### config.mk
export PLATFORM = sky130hd
export DESIGN_NAME = ethernet_rx
export DESIGN_NICKNAME = d
export VERILOG_FILES = /design/src/rtl/ethernet_rx.sv
export SDC_FILE = /design/constraint.sdc
export NUM_CORES = 1
export LEC_CHECK = 0
export ABC_AREA = 1
export BUFFER_PORTS_ARGS = -buffer_cell sky130_fd_sc_hd__buf_2
export CAP_MARGIN = 20
export CORE_MARGIN = 8
export CORE_UTILIZATION = 60
export CTS_BUF_LIST = sky130_fd_sc_hd__clkbuf_4 sky130_fd_sc_hd__clkbuf_8
export DETAILED_ROUTE_END_ITERATION = 8
export GPL_TIMING_DRIVEN = 0
export PLACE_DENSITY = 0.83
export REMOVE_ABC_BUFFERS = 1
export SYNTH_ARGS = -nofsm -noshare
export SYNTH_HDL_FRONTEND = slang
export SYNTH_SLANG_ARGS = --single-unit
### constraint.sdc
create_clock -name clk -period 2.15 [get_ports clk]
set_input_delay 0.43 -clock clk [delete_from_list [all_inputs] [get_ports clk]]
set_output_delay 0.43 -clock clk [all_outputs]
set_load 0.03 [all_outputs]
### src/rtl/ethernet_rx.sv
// Receive-side Ethernet framer: preamble/SFD search, header parse, payload stream, FCS check.
// Define ETHERNET_RX_MAC_FILTER_EN to accept only frames addressed to my_mac or broadcast.
module ethernet_rx #(
    parameter int unsigned N = 2
) (
    input  logic         clk,
    input  logic         rst,
    input  logic         axiiv,
    input  logic [N-1:0] axiid,
    input  logic [47:0]  my_mac,
    output logic         axiov,
    output logic [7:0]   axiod,
    output logic [47:0]  src_mac,
    output logic [15:0]  etype,
    output logic         hdr_valid,
    output logic         frame_done,
    output logic         frame_ok
);
    localparam int unsigned SymPerByte = 8 / N;
    localparam logic [1:0]  SymLast    = 2'(SymPerByte - 1);
    localparam logic [3:0]  PreNib     = 4'h5;
    localparam logic [3:0]  SfdNib     = (N == 2) ? 4'h3 : 4'hD;
    localparam logic [N-1:0] PreSym    = PreNib[N-1:0];
    localparam logic [N-1:0] SfdSym    = SfdNib[N-1:0];
    localparam logic [31:0] CrcPoly    = 32'hEDB8_8320;
    localparam logic [31:0] CrcResidue = 32'hDEBB_20E3;

    typedef enum logic [2:0] {StIdle, StPreamble, StHeader, StPayload, StDrop} state_e;

    state_e          r_state, w_state_next;
    logic [2:0]      r_pre_cnt;
    logic [1:0]      r_sym_cnt;
    logic [7-N:0]    r_shift;
    logic [31:0]     r_crc;
    logic [10:0]     r_byte_cnt;
    logic [55:0]     r_hdr_sh;
    logic [3:0][7:0] r_dly;
    logic [2:0]      r_dly_cnt;
    logic            r_drop_report;
    logic            r_axiov;
    logic [7:0]      r_axiod;
    logic [47:0]     r_src_mac;
    logic [15:0]     r_etype;
    logic            r_hdr_valid;
    logic            r_frame_done;
    logic            r_frame_ok;

    logic [7:0]  w_byte;
    logic [31:0] w_crc_next;
    logic        w_sym_last, w_dst_ok, w_len_ok, w_in_frame;
    logic        w_sfd, w_hdr, w_emit, w_done, w_ok, w_set_report;

    function automatic logic [31:0] crc_step(input logic [31:0] crc, input logic [N-1:0] sym);
        logic [31:0] c;
        c = crc;
        for (int i = 0; i < N; i++) begin
            c = (c[0] ^ sym[i]) ? ((c >> 1) ^ CrcPoly) : (c >> 1);
        end
        return c;
    endfunction

    // Symbols shift in from the top so the first one ends up in bits [N-1:0].
    assign w_byte     = {axiid, r_shift};
    assign w_crc_next = crc_step(r_crc, axiid);
    assign w_sym_last = (r_sym_cnt == SymLast);
    assign w_in_frame = (r_state == StHeader) || (r_state == StPayload);
    assign w_len_ok   = (r_byte_cnt >= 11'd64) && (r_byte_cnt <= 11'd1522);

`ifdef ETHERNET_RX_MAC_FILTER_EN
    logic [47:0] w_dst;
    assign w_dst    = {r_hdr_sh[39:0], w_byte};
    assign w_dst_ok = (w_dst == my_mac) || (w_dst == 48'hFFFF_FFFF_FFFF);
`else
    logic w_unused_mac;
    assign w_unused_mac = ^my_mac;
    assign w_dst_ok     = 1'b1;
`endif

    always_ff @(posedge clk) begin
        if (rst) r_state <= StIdle;
        else     r_state <= w_state_next;
    end

    always_comb begin
        w_state_next = r_state;
        w_sfd        = 1'b0;
        w_hdr        = 1'b0;
        w_emit       = 1'b0;
        w_done       = 1'b0;
        w_ok         = 1'b0;
        w_set_report = 1'b0;
        unique case (r_state)
            StIdle: begin
                if (axiiv) w_state_next = (axiid == PreSym) ? StPreamble : StDrop;
            end
            StPreamble: begin
                if (!axiiv) begin
                    w_state_next = StDrop;
                end else if (axiid == SfdSym && r_pre_cnt == 3'd4) begin
                    w_state_next = StHeader;
                    w_sfd        = 1'b1;
                end else if (axiid != PreSym) begin
                    w_state_next = StDrop;
                end
            end
            StHeader: begin
                if (!axiiv) begin
                    w_state_next = StIdle;
                    w_done       = 1'b1;
                end else if (w_sym_last) begin
                    if (r_byte_cnt == 11'd5 && !w_dst_ok) begin
                        w_state_next = StDrop;
                        w_set_report = 1'b1;
                    end else if (r_byte_cnt == 11'd13) begin
                        w_state_next = StPayload;
                        w_hdr        = 1'b1;
                    end
                end
            end
            StPayload: begin
                if (!axiiv) begin
                    w_state_next = StIdle;
                    w_done       = 1'b1;
                    w_ok         = (r_crc == CrcResidue) && (r_sym_cnt == 2'd0) && w_len_ok;
                end else if (w_sym_last) begin
                    if (r_byte_cnt >= 11'd1522) begin
                        w_state_next = StDrop;
                        w_set_report = 1'b1;
                    end else begin
                        w_emit = (r_dly_cnt == 3'd4);
                    end
                end
            end
            StDrop: begin
                if (!axiiv) begin
                    w_state_next = StIdle;
                    w_done       = r_drop_report;
                end
            end
            default: w_state_next = StIdle;
        endcase
    end

    always_ff @(posedge clk) begin
        if (rst) begin
            r_pre_cnt     <= 3'd0;
            r_sym_cnt     <= 2'd0;
            r_shift       <= '0;
            r_crc         <= 32'hFFFF_FFFF;
            r_byte_cnt    <= 11'd0;
            r_hdr_sh      <= 56'd0;
            r_dly         <= '0;
            r_dly_cnt     <= 3'd0;
            r_drop_report <= 1'b0;
            r_axiov       <= 1'b0;
            r_axiod       <= 8'd0;
            r_src_mac     <= 48'd0;
            r_etype       <= 16'd0;
            r_hdr_valid   <= 1'b0;
            r_frame_done  <= 1'b0;
            r_frame_ok    <= 1'b0;
        end else begin
            r_hdr_valid  <= w_hdr;
            r_frame_done <= w_done;
            r_frame_ok   <= w_done & w_ok;
            r_axiov      <= w_emit;
            if (w_emit) r_axiod <= r_dly[3];

            if (r_state == StIdle) begin
                r_pre_cnt <= (axiid == PreSym) ? 3'd1 : 3'd0;
            end else if (r_state == StPreamble && axiiv && axiid == PreSym && r_pre_cnt != 3'd4) begin
                r_pre_cnt <= r_pre_cnt + 3'd1;
            end

            if (r_state == StIdle)  r_drop_report <= 1'b0;
            else if (w_set_report)  r_drop_report <= 1'b1;

            if (w_sfd) begin
                r_crc      <= 32'hFFFF_FFFF;
                r_byte_cnt <= 11'd0;
                r_sym_cnt  <= 2'd0;
                r_dly_cnt  <= 3'd0;
            end else if (axiiv && w_in_frame) begin
                r_crc     <= w_crc_next;
                r_shift   <= w_byte[7:N];
                r_sym_cnt <= w_sym_last ? 2'd0 : r_sym_cnt + 2'd1;
                if (w_sym_last) begin
                    if (r_byte_cnt != 11'h7FF) r_byte_cnt <= r_byte_cnt + 11'd1;
                    if (r_state == StHeader) begin
                        r_hdr_sh <= {r_hdr_sh[47:0], w_byte};
                    end else begin
                        // Four-byte delay line holds back what may turn out to be the FCS.
                        r_dly <= {r_dly[2:0], w_byte};
                        if (r_dly_cnt != 3'd4) r_dly_cnt <= r_dly_cnt + 3'd1;
                    end
                end
            end

            if (w_hdr) begin
                r_src_mac <= r_hdr_sh[55:8];
                r_etype   <= {r_hdr_sh[7:0], w_byte};
            end
        end
    end

    assign axiov      = r_axiov;
    assign axiod      = r_axiod;
    assign src_mac    = r_src_mac;
    assign etype      = r_etype;
    assign hdr_valid  = r_hdr_valid;
    assign frame_done = r_frame_done;
    assign frame_ok   = r_frame_ok;

endmodule

# After elaboration in Yosys (flattened, before gate mapping)
# Cells that the tools add are included.
# classes
add_sub_neg	4
n_lt_le_gt_ge	3
n_eq_ne	22
muxes	39
bitwise	7
reduce_logical	21
# ops
cell	count
two-way mux 32 bit	2
two-way mux 3 bit	14
== test 32 bit (second input constant)	1
inverter 13 -> 14 bit	2
two-way mux 1 bit	20
!= test 3 bit (second input constant)	5
one-hot mux 3 bit (5 select lines)	1
AND reduction 4 bit	3
adder 11 x 1 -> 11 bit (second input constant)	1
== test 11 x 4 -> 1 bit (second input constant)	1
greater-or-equal comparator 11 bit (second input constant)	1
greater-or-equal comparator 11 x 7 -> 1 bit (second input constant)	1
less-or-equal comparator 11 bit (second input constant)	1
!= test 11 bit (second input constant)	1
== test 3 bit (second input constant)	3
logical AND 1 bit	8
AND reduction 7 bit	1
adder 3 x 1 -> 3 bit (second input constant)	2
== test 3 x 2 -> 1 bit (second input constant)	2
OR reduction 2 bit	3
== test 2 bit (second input constant)	2
!= test 2 bit (second input constant)	2
!= test 4 bit (second input constant)	1
== test 3 x 1 -> 1 bit (second input constant)	1
other kinds (15)	17
# word_totals
ff_bits	225
elab_cells	116

# Logic depth before layout (Yosys ltp)
# Gate-level depths: netlist of run 1.
# logic_depth
word_depth	7
ltp_mapped	11

# Worst setup path after synthesis of run 1
# No wires, ideal clock.
# synth_path
kind	input -> register
start	in axiiv
end	reg r_byte_cnt[10]
setup_ps	128
t_arrival_ps	1382
t_required_ps	2022
setup_slack_ps	640
path_stages	7
path_buffers	2
cell_sequence	buf_2 -> nand3_1 -> nor2_1 -> nand2_1 -> nand2_1 -> clkbuf_1 -> nor2_1
# synth_via
elab_chain_len	3
elab_cells_between_ends	5
cone_classes	mux: 2; reduce/logical: 3
# synth_rtl
item	line_no	source
from (decl)	8	input logic axiiv,
two-way mux 1 bit	97	if (!axiiv) begin
two-way mux 1 bit	92	unique case (r_state)
OR reduction 2 bit (no line)	--	
to (signal assigned)	188	if (r_byte_cnt != 11'h7FF) r_byte_cnt <= r_byte_cnt + 11'd1;
to (decl)	35	logic [10:0] r_byte_cnt;
# Several ways; a longest one is shown, not always the timed one.
# A chain may end at the register's enable or synchronous reset.

# Worst setup path in the final report of run 1
# layout_path
start	reg r_state[1]
end	reg r_axiod[7] (netlist: axiod[7])
# layout_via
elab_chain_len	2
# layout_rtl
item	line_no	source
from (decl)	30	state_e r_state, w_state_next;
from (signal assigned)	80	if (rst) r_state <= StIdle;
from (signal assigned)	81	else r_state <= w_state_next;
== test 3 x 2 -> 1 bit	92	
two-way mux 1 bit	92	
to (signal assigned)	167	if (w_emit) r_axiod <= r_dly[3];
to (decl)	41	logic [7:0] r_axiod;
# Every way passes these cells.

==> results of run 1 <==
## worst max-delay path: stages, from the launching register on
cell and delay (ns):
dfxtp_2 0.37, inv_2 0.07, nor2_4 0.16, buf_12 0.13, nand2_8 0.13, nor2_8 0.19
nand2_8 0.15, clkinv_8 0.16, nand4_4 0.16, buf_4 0.22, nand2_1 0.06, nand2_1 0.05
nor2_1 0.09
## layout make-up
| cell class | instances | area (sq um) |
|---|---|---|
| Sequential cell | 225 | 4506 |
| Fill cell | 1105 | 4290 |
| Tap cell | 184 | 230.2 |
| Clock inverter | 2 | 16.27 |
| Timing Repair inverter | 2 | 16.27 |
| Timing Repair Buffer | 93 | 588.1 |
| Clock buffer | 59 | 743.2 |
| Inverter | 129 | 514.2 |
| Multi-Input combinational cell | 668 | 3410 |
## what timing repair did
action,in CTS,in global routing
setup buffers,5,5
pin swaps,2,3
gates resized for setup,7,5
setup endpoints to repair,105,69
cloned,2,3
## worst paths after layout
check | slack, ns | from | depth (start not counted) | endpoint
worst min-delay path | 0.23 | rst | 2 | axiov$_SDFF_PP0_
worst min register to register | 0.46 | r_hdr_sh[52]$_SDFFE_PP0P_ | 2 | r_hdr_sh[52]$_SDFFE_PP0P_
worst max-delay path | 0.15 | r_state[1]$_SDFFE_PP0P_ | 12 | axiod[7]$_SDFFE_PP0P_
worst max register to register | 0.15 | r_state[1]$_SDFFE_PP0P_ | 12 | axiod[7]$_SDFFE_PP0P_
## registers in the layout, indices dropped and copies added, names as in the netlist
name           flops
r_dly_cnt          3
r_dly             32
r_pre_cnt          3
r_crc             32
hdr_valid          1
r_shift            6
etype             16
axiod              8
src_mac           48
axiov              1
r_byte_cnt        11
frame_ok           1
r_hdr_sh          56
r_drop_report      1
frame_done         1
r_state            3
r_sym_cnt          2
## per-stage QoR
step | setup TNS [ns] | std cells | area, sq um | util | hold WS (ns)
global placement | -662.78 | 1283 | 8961 | 0.6260 | 0.4389
floorplan | -280.53 | 1019 | 8330 | - | 0.4318
global route | -0.05712 | 1362 | 10020 | 0.7003 | 0.2158
CTS | 0 | 1354 | 9923 | 0.6933 | 0.2090
finish | 0 | 1362 | 10020 | 0.7003 | 0.2298
detailed placement | -58.12 | 1286 | 9051 | 0.6323 | 0.4475
## power by group through the flow
stage	logic [W]	clock network, W	registers (W)
floorplan	0.000677	0	0.00451
global placement	0.000831	0	0.00454
detailed placement	0.000849	0	0.00454
CTS	0.000861	0.00381	0.00445
global route	0.00106	0.00402	0.00448
finish	0.000942	0.00373	0.00446
## metal layers
layer  share of wire  routed length [microns]  up-vias  GRT usage
met3           0.063                     1160       29    0.04102
met4           0.020                      371        0    0.07261
li1                -                        -     3722          -
met5               0                        0        -          0
met2            0.47                     8722      196     0.3143
met1            0.44                     8200     3307     0.2451
## cell usage after synthesis, types with 2 or more instances
cell type	n
clkbuf_1	34
nand3b_1	2
nand2_4	2
nor3_1	10
o211ai_1	14
buf_1	3
dfxtp_1	225
nand4_1	12
nand2_2	2
o221ai_1	3
clkinv_1	2
a21oi_1	161
a31oi_1	5
xor2_1	9
o21ai_0	183
nand3_1	17
ha_1	9
inv_1	124
inv_2	2
buf_2	18
xnor2_1	4
nand2_1	106
or2_2	2
nor2_1	114
buf_4	8
## logic make-up (layout without fill, tap and decap cells)
group,after synthesis,in the layout
compound gates,369,369
xor+xnor,14,14
fa+ha+maj,9,9
buf+inv,193,285
flops,225,225
simple gates,273,276
==> flow_summary.json, run 1 <==
{
  "final_common_cell": "dfxtp_1",
  "pwr-share-seq": 0.489,
  "cts_inserted_buffers": 36,
  "vdd_ir_drop_max_mv": 0.4860,
  "io_pins": 129,
  "ys_warn_count": 0,
  "slew_violations": 0,
  "async_flop_share": 0,
  "clockPowerShare": 0.408,
  "cp_data_arrival_time_ns": 2.45,
  "syn2layout_area_growth_pct": 16.14,
  "finClkSkew_ns": 0.02054,
  "route.detailed.drc": 0,
  "power_density_mw_per_mm2": 911.7,
  "dp_hpwl_mm": 10.74,
  "cts_tree": "done",
  "synth_enable_flop_cells": 0,
  "first_pass_iters": 5,
  "nNetsFinal": 1217,
  "synthSimpleGateAreaFrac": 0.1361,
  "pwr-share-comb": 0.103,
  "yosys.area.top_type": "dfxtp_1",
  "grt_pass1_vias": 6571,
  "fmax_mhz": 499.1,
  "grt_use_total": 0.1925,
  "cp.required_ns": 2.60,
  "worstMarginPinSlew_ns": 0.5878,
  "power_switching_share": 0.2529,
  "chipWidth_microns": 135.9,
  "endpoint_kind": "register",
  "worstSetupPathType": "reg2reg",
  "hold_path_class": "in2reg",
  "slew-limit-headroom": 0.6082,
  "internal_power_w": 0.006828,
  "clk_path_buf_depth": 3,
  "outcome": "complete, no violations",
  "synth_area_per_cell_sq_um": 7.969,
  "synth_compound_area_frac": 0.2211,
  "synthAdderAreaFrac": 0.01305,
  "die-area_sq_mm": 0.01848,
  "setup_viol": 0,
  "dp_slack_ns": -1.271,
  "drv_cap": 0,
  "routed_via_density": 5.326,
  "holdBufCountCts": 0,
  "p_leak_nw": 4.309,
  "ant_nets": 0,
  "cts.sink_count": 225,
  "initial_core_util": 0.6030,
  "final_cell_mix": "dfxtp_1, o21ai_0, a21oi_1",
  "fin_crit_ns": 2.004,
  "htree_levels": 2,
  "root_buffer": "clkbuf_8",
  "synth.area.mux_share": 0,
  "fp.coreArea_sq_mm": 0.01431,
  "synth_ff_type": "dfxtp_1",
  "period_share": 0.9319,
  "antennaDiodeCount": 0,
  "ys_ff_latch": 225,
  "synth_top_family_by_area": "compound AO/OA/AOI/OAI gates",
  "vias": 7254,
  "drt_iter0_drc": 412,
  "worstPathMaxFanout": 27,
  "antenna_found_initial": 0,
  "clkSlewWorstSetupHoldPaths_ns": 0.06,
  "cp-start-kind": "register",
  "drive_above_1_share": 0.1520,
  "synthCells": 1083,
  "drt-total-wl_mm": 18.45,
  "die_y_microns": 135.9,
  "ys_seq_area_frac": 0.5219,
  "grt_pass1_wl_mm": 30.07,
  "switchingPower_w": 0.002311,
  "grt_max_degree": 172,
  "synth_top_area_frac": 0.5219,
  "place_congestion": 0.8814,
  "grt_overflow": 0,
  "fin_ws_ns": 0.1464,
  "finalHoldViolCount": 0,
  "post_drt_wl_per_cell_microns": 13.55,
  "synth-xor-area-share": 0.01638,
  "synth_cell_types": 37,
  "power_w": 0.009139,
  "rows": 44,
  "insertion_delay_ns": 0.51,
  "io_buffers": 80,
  "synth_area_sq_mm": 0.008631,
  "ys_top_cells_by_area": "dfxtp_1, o21ai_0, a21oi_1"
}
No activity file was read; power rests on OpenSTA's default activity.
==> run 2, diff against run 1 <==
--- a/config.mk
+++ b/config.mk
@@ -8,13 +8,14 @@
 export ABC_AREA = 1
 export BUFFER_PORTS_ARGS = -buffer_cell sky130_fd_sc_hd__buf_2
 export CAP_MARGIN = 20
+export CORE_ASPECT_RATIO = 0.9
 export CORE_MARGIN = 8
 export CORE_UTILIZATION = 60
 export CTS_BUF_LIST = sky130_fd_sc_hd__clkbuf_4 sky130_fd_sc_hd__clkbuf_8
 export DETAILED_ROUTE_END_ITERATION = 8
 export GPL_TIMING_DRIVEN = 0
 export PLACE_DENSITY = 0.83
-export REMOVE_ABC_BUFFERS = 1
 export SYNTH_ARGS = -nofsm -noshare
 export SYNTH_HDL_FRONTEND = slang
 export SYNTH_SLANG_ARGS = --single-unit
+export TNS_END_PERCENT = 10
==> flow_summary.json, run 2 (synthesis results as in run 1) <==
{
  "cp-start-kind": "register",
  "ant_nets": 0,
  "ctsResizeCount": 0,
  "final_cells": 1418,
  "finalHoldViolCount": 0,
  "fin_crit_ns": 1.918,
  "rows": 41,
  "max_stage_delay_ns": 0.47,
  "die_y_microns": 129.8,
  "cts_setup_buffers": 0,
  "io_pins": 129,
  "slew_violations": 0,
  "worstPathMaxFanout": 10,
  "place_congestion": 0.9007,
  "syn_nets": 1145,
  "rrSetupSlack_ns": 0.23,
  "chipWidth_microns": 142.4,
  "die-area_sq_mm": 0.01848,
  "dp_hpwl_mm": 14.56,
  "multi_input_area_sq_mm": 0.003337,
  "period_share": 0.8923,
  "grt_overflow": 0,
  "hold_path_class": "in2reg",
  "fmax_mhz": 521.3,
  "worstSetupPathType": "reg2reg",
  "setup_viol": 0,
  "grt_use_total": 0.2247,
  "route.detailed.drc": 0,
  "insertion_delay_ns": 0.53,
  "nNetsFinal": 1262,
  "p_leak_nw": 4.398,
  "power_w": 0.009205,
  "drv_cap": 0,
  "io_buffers": 79,
  "largest_reg_flops": 56,
  "slew-limit-headroom": 0.6324,
  "placedCellCount": 1355,
  "wl_met2_mm": 9.195,
  "reg2reg_from": "r_byte_cnt[0]$_SDFFE_PP0P_",
  "cts.sink_count": 225,
  "top_layer": "met4",
  "outcome": "complete, no violations",
  "final_cell_mix": "dfxtp_1, o21ai_0, a21oi_1",
  "grt_setup_unrepaired": "no",
  "path_cells": "ha_1, nand2_1, nor2_1, nand2_1, nor2_2, buf_4, buf_4, o21ai_0, a21oi_1",
  "htree_levels": 2,
  "power_density_mw_per_mm2": 917.3,
  "initial_core_util": 0.6140,
  "cp.required_ns": 2.60,
  "regMostFlops": "r_hdr_sh",
  "cp_data_arrival_time_ns": 2.37,
  "met3RoutedLength_mm": 1.357,
  "routed_via_density": 5.411,
  "final_util": 0.7139,
  "vdd_ir_drop_max_mv": 0.5886,
  "holdBufCountCts": 0,
  "cts_tree": "done",
  "seqCellArea_sq_mm": 0.004504,
  "final_common_cell": "dfxtp_1",
  "clk_path_buf_depth": 3,
  "fp.coreArea_sq_mm": 0.01406,
  "clkSlewWorstSetupHoldPaths_ns": 0.06,
  "syn2layout_area_growth_pct": 16.27,
  "grt_pass1_vias": 7122,
  "crit_start": "r_byte_cnt[0]$_SDFFE_PP0P_",
  "drt_iter0_drc": 670,
  "worstHoldStart": "rst",
  "grt_max_degree": 11,
  "final_cell_area_sq_mm": 0.01003,
  "fillCellCount": 1141,
  "post_drt_wl_per_cell_microns": 14.78,
  "cts_inserted_buffers": 36,
  "holdWs_ns": 0.2103,
  "root_buffer": "clkbuf_8",
  "worstMarginPinSlew_ns": 0.5514,
  "antenna_found_initial": 0,
  "first_pass_iters": 5,
  "endpoint_kind": "register",
  "vias": 7673,
  "drt-met1-wl_mm": 10.04,
  "finClkSkew_ns": 0.02476,
  "placed_area_sq_mm": 0.009268,
  "drive_above_1_share": 0.1502,
  "crit_path_top_delay_cell": "dfxtp_1",
  "drt-total-wl_mm": 20.96,
  "antennaDiodeCount": 0,
  "grt_pass1_wl_mm": 34.30
}
## run 2: area by class of cell
type                    instances  share of cell area
clock inverters                 4            0.002369
repair buffers                 79             0.03940
multi-input cells             665              0.3325
clock buffers                  59             0.07407
well taps                     193             0.02406
inverters                     129             0.04875
flip-flops and latches        225              0.4489
plain buffers                  64             0.02993
## run 2: where the power goes
| group | total (W) | internal (W) | switching (W) |
|---|---|---|---|
| logic | 0.000923 | 0.000300 | 0.000623 |
| registers | 0.00446 | 0.00432 | 0.000134 |
| clock network | 0.00383 | 0.00218 | 0.00164 |
| total | 0.00921 | 0.00681 | 0.00240 |
## run 2: through the flow
stage                     setup TNS (ns)  setup WS (ns)
after floorplan                        0         0.6402
after detailed placement         -0.2847       -0.06254
after global routing                   0        0.05903
final                                  0         0.2315
after CTS                              0         0.1907
after global placement        -0.0003089     -0.0003089
## run 2: final timing paths
check                                                  to  cells after the start
worst max-delay path               etype[15]$_SDFFE_PP0P_                      9
worst min-delay path                     axiov$_SDFF_PP0_                      2
worst max register to register     etype[15]$_SDFFE_PP0P_                      9
worst min register to register  r_hdr_sh[51]$_SDFFE_PP0P_                      2
## run 2: layer usage
layer	vias up	GRT usage
met2	236	0.3538
met3	36	0.04162
li1	3807	-
met4	0	0.07491
met5	-	0
met1	3594	0.3064
## run 2: worst max-delay path, delay by kind of cell (launching register included)
family                     cells  cell delay [ns]
buffers and inverters          2             0.41
DFF                            1             0.47
and+or+nand+nor                4             0.51
adders and majority gates      1             0.20
AOI/OAI and AO/OA              2             0.26
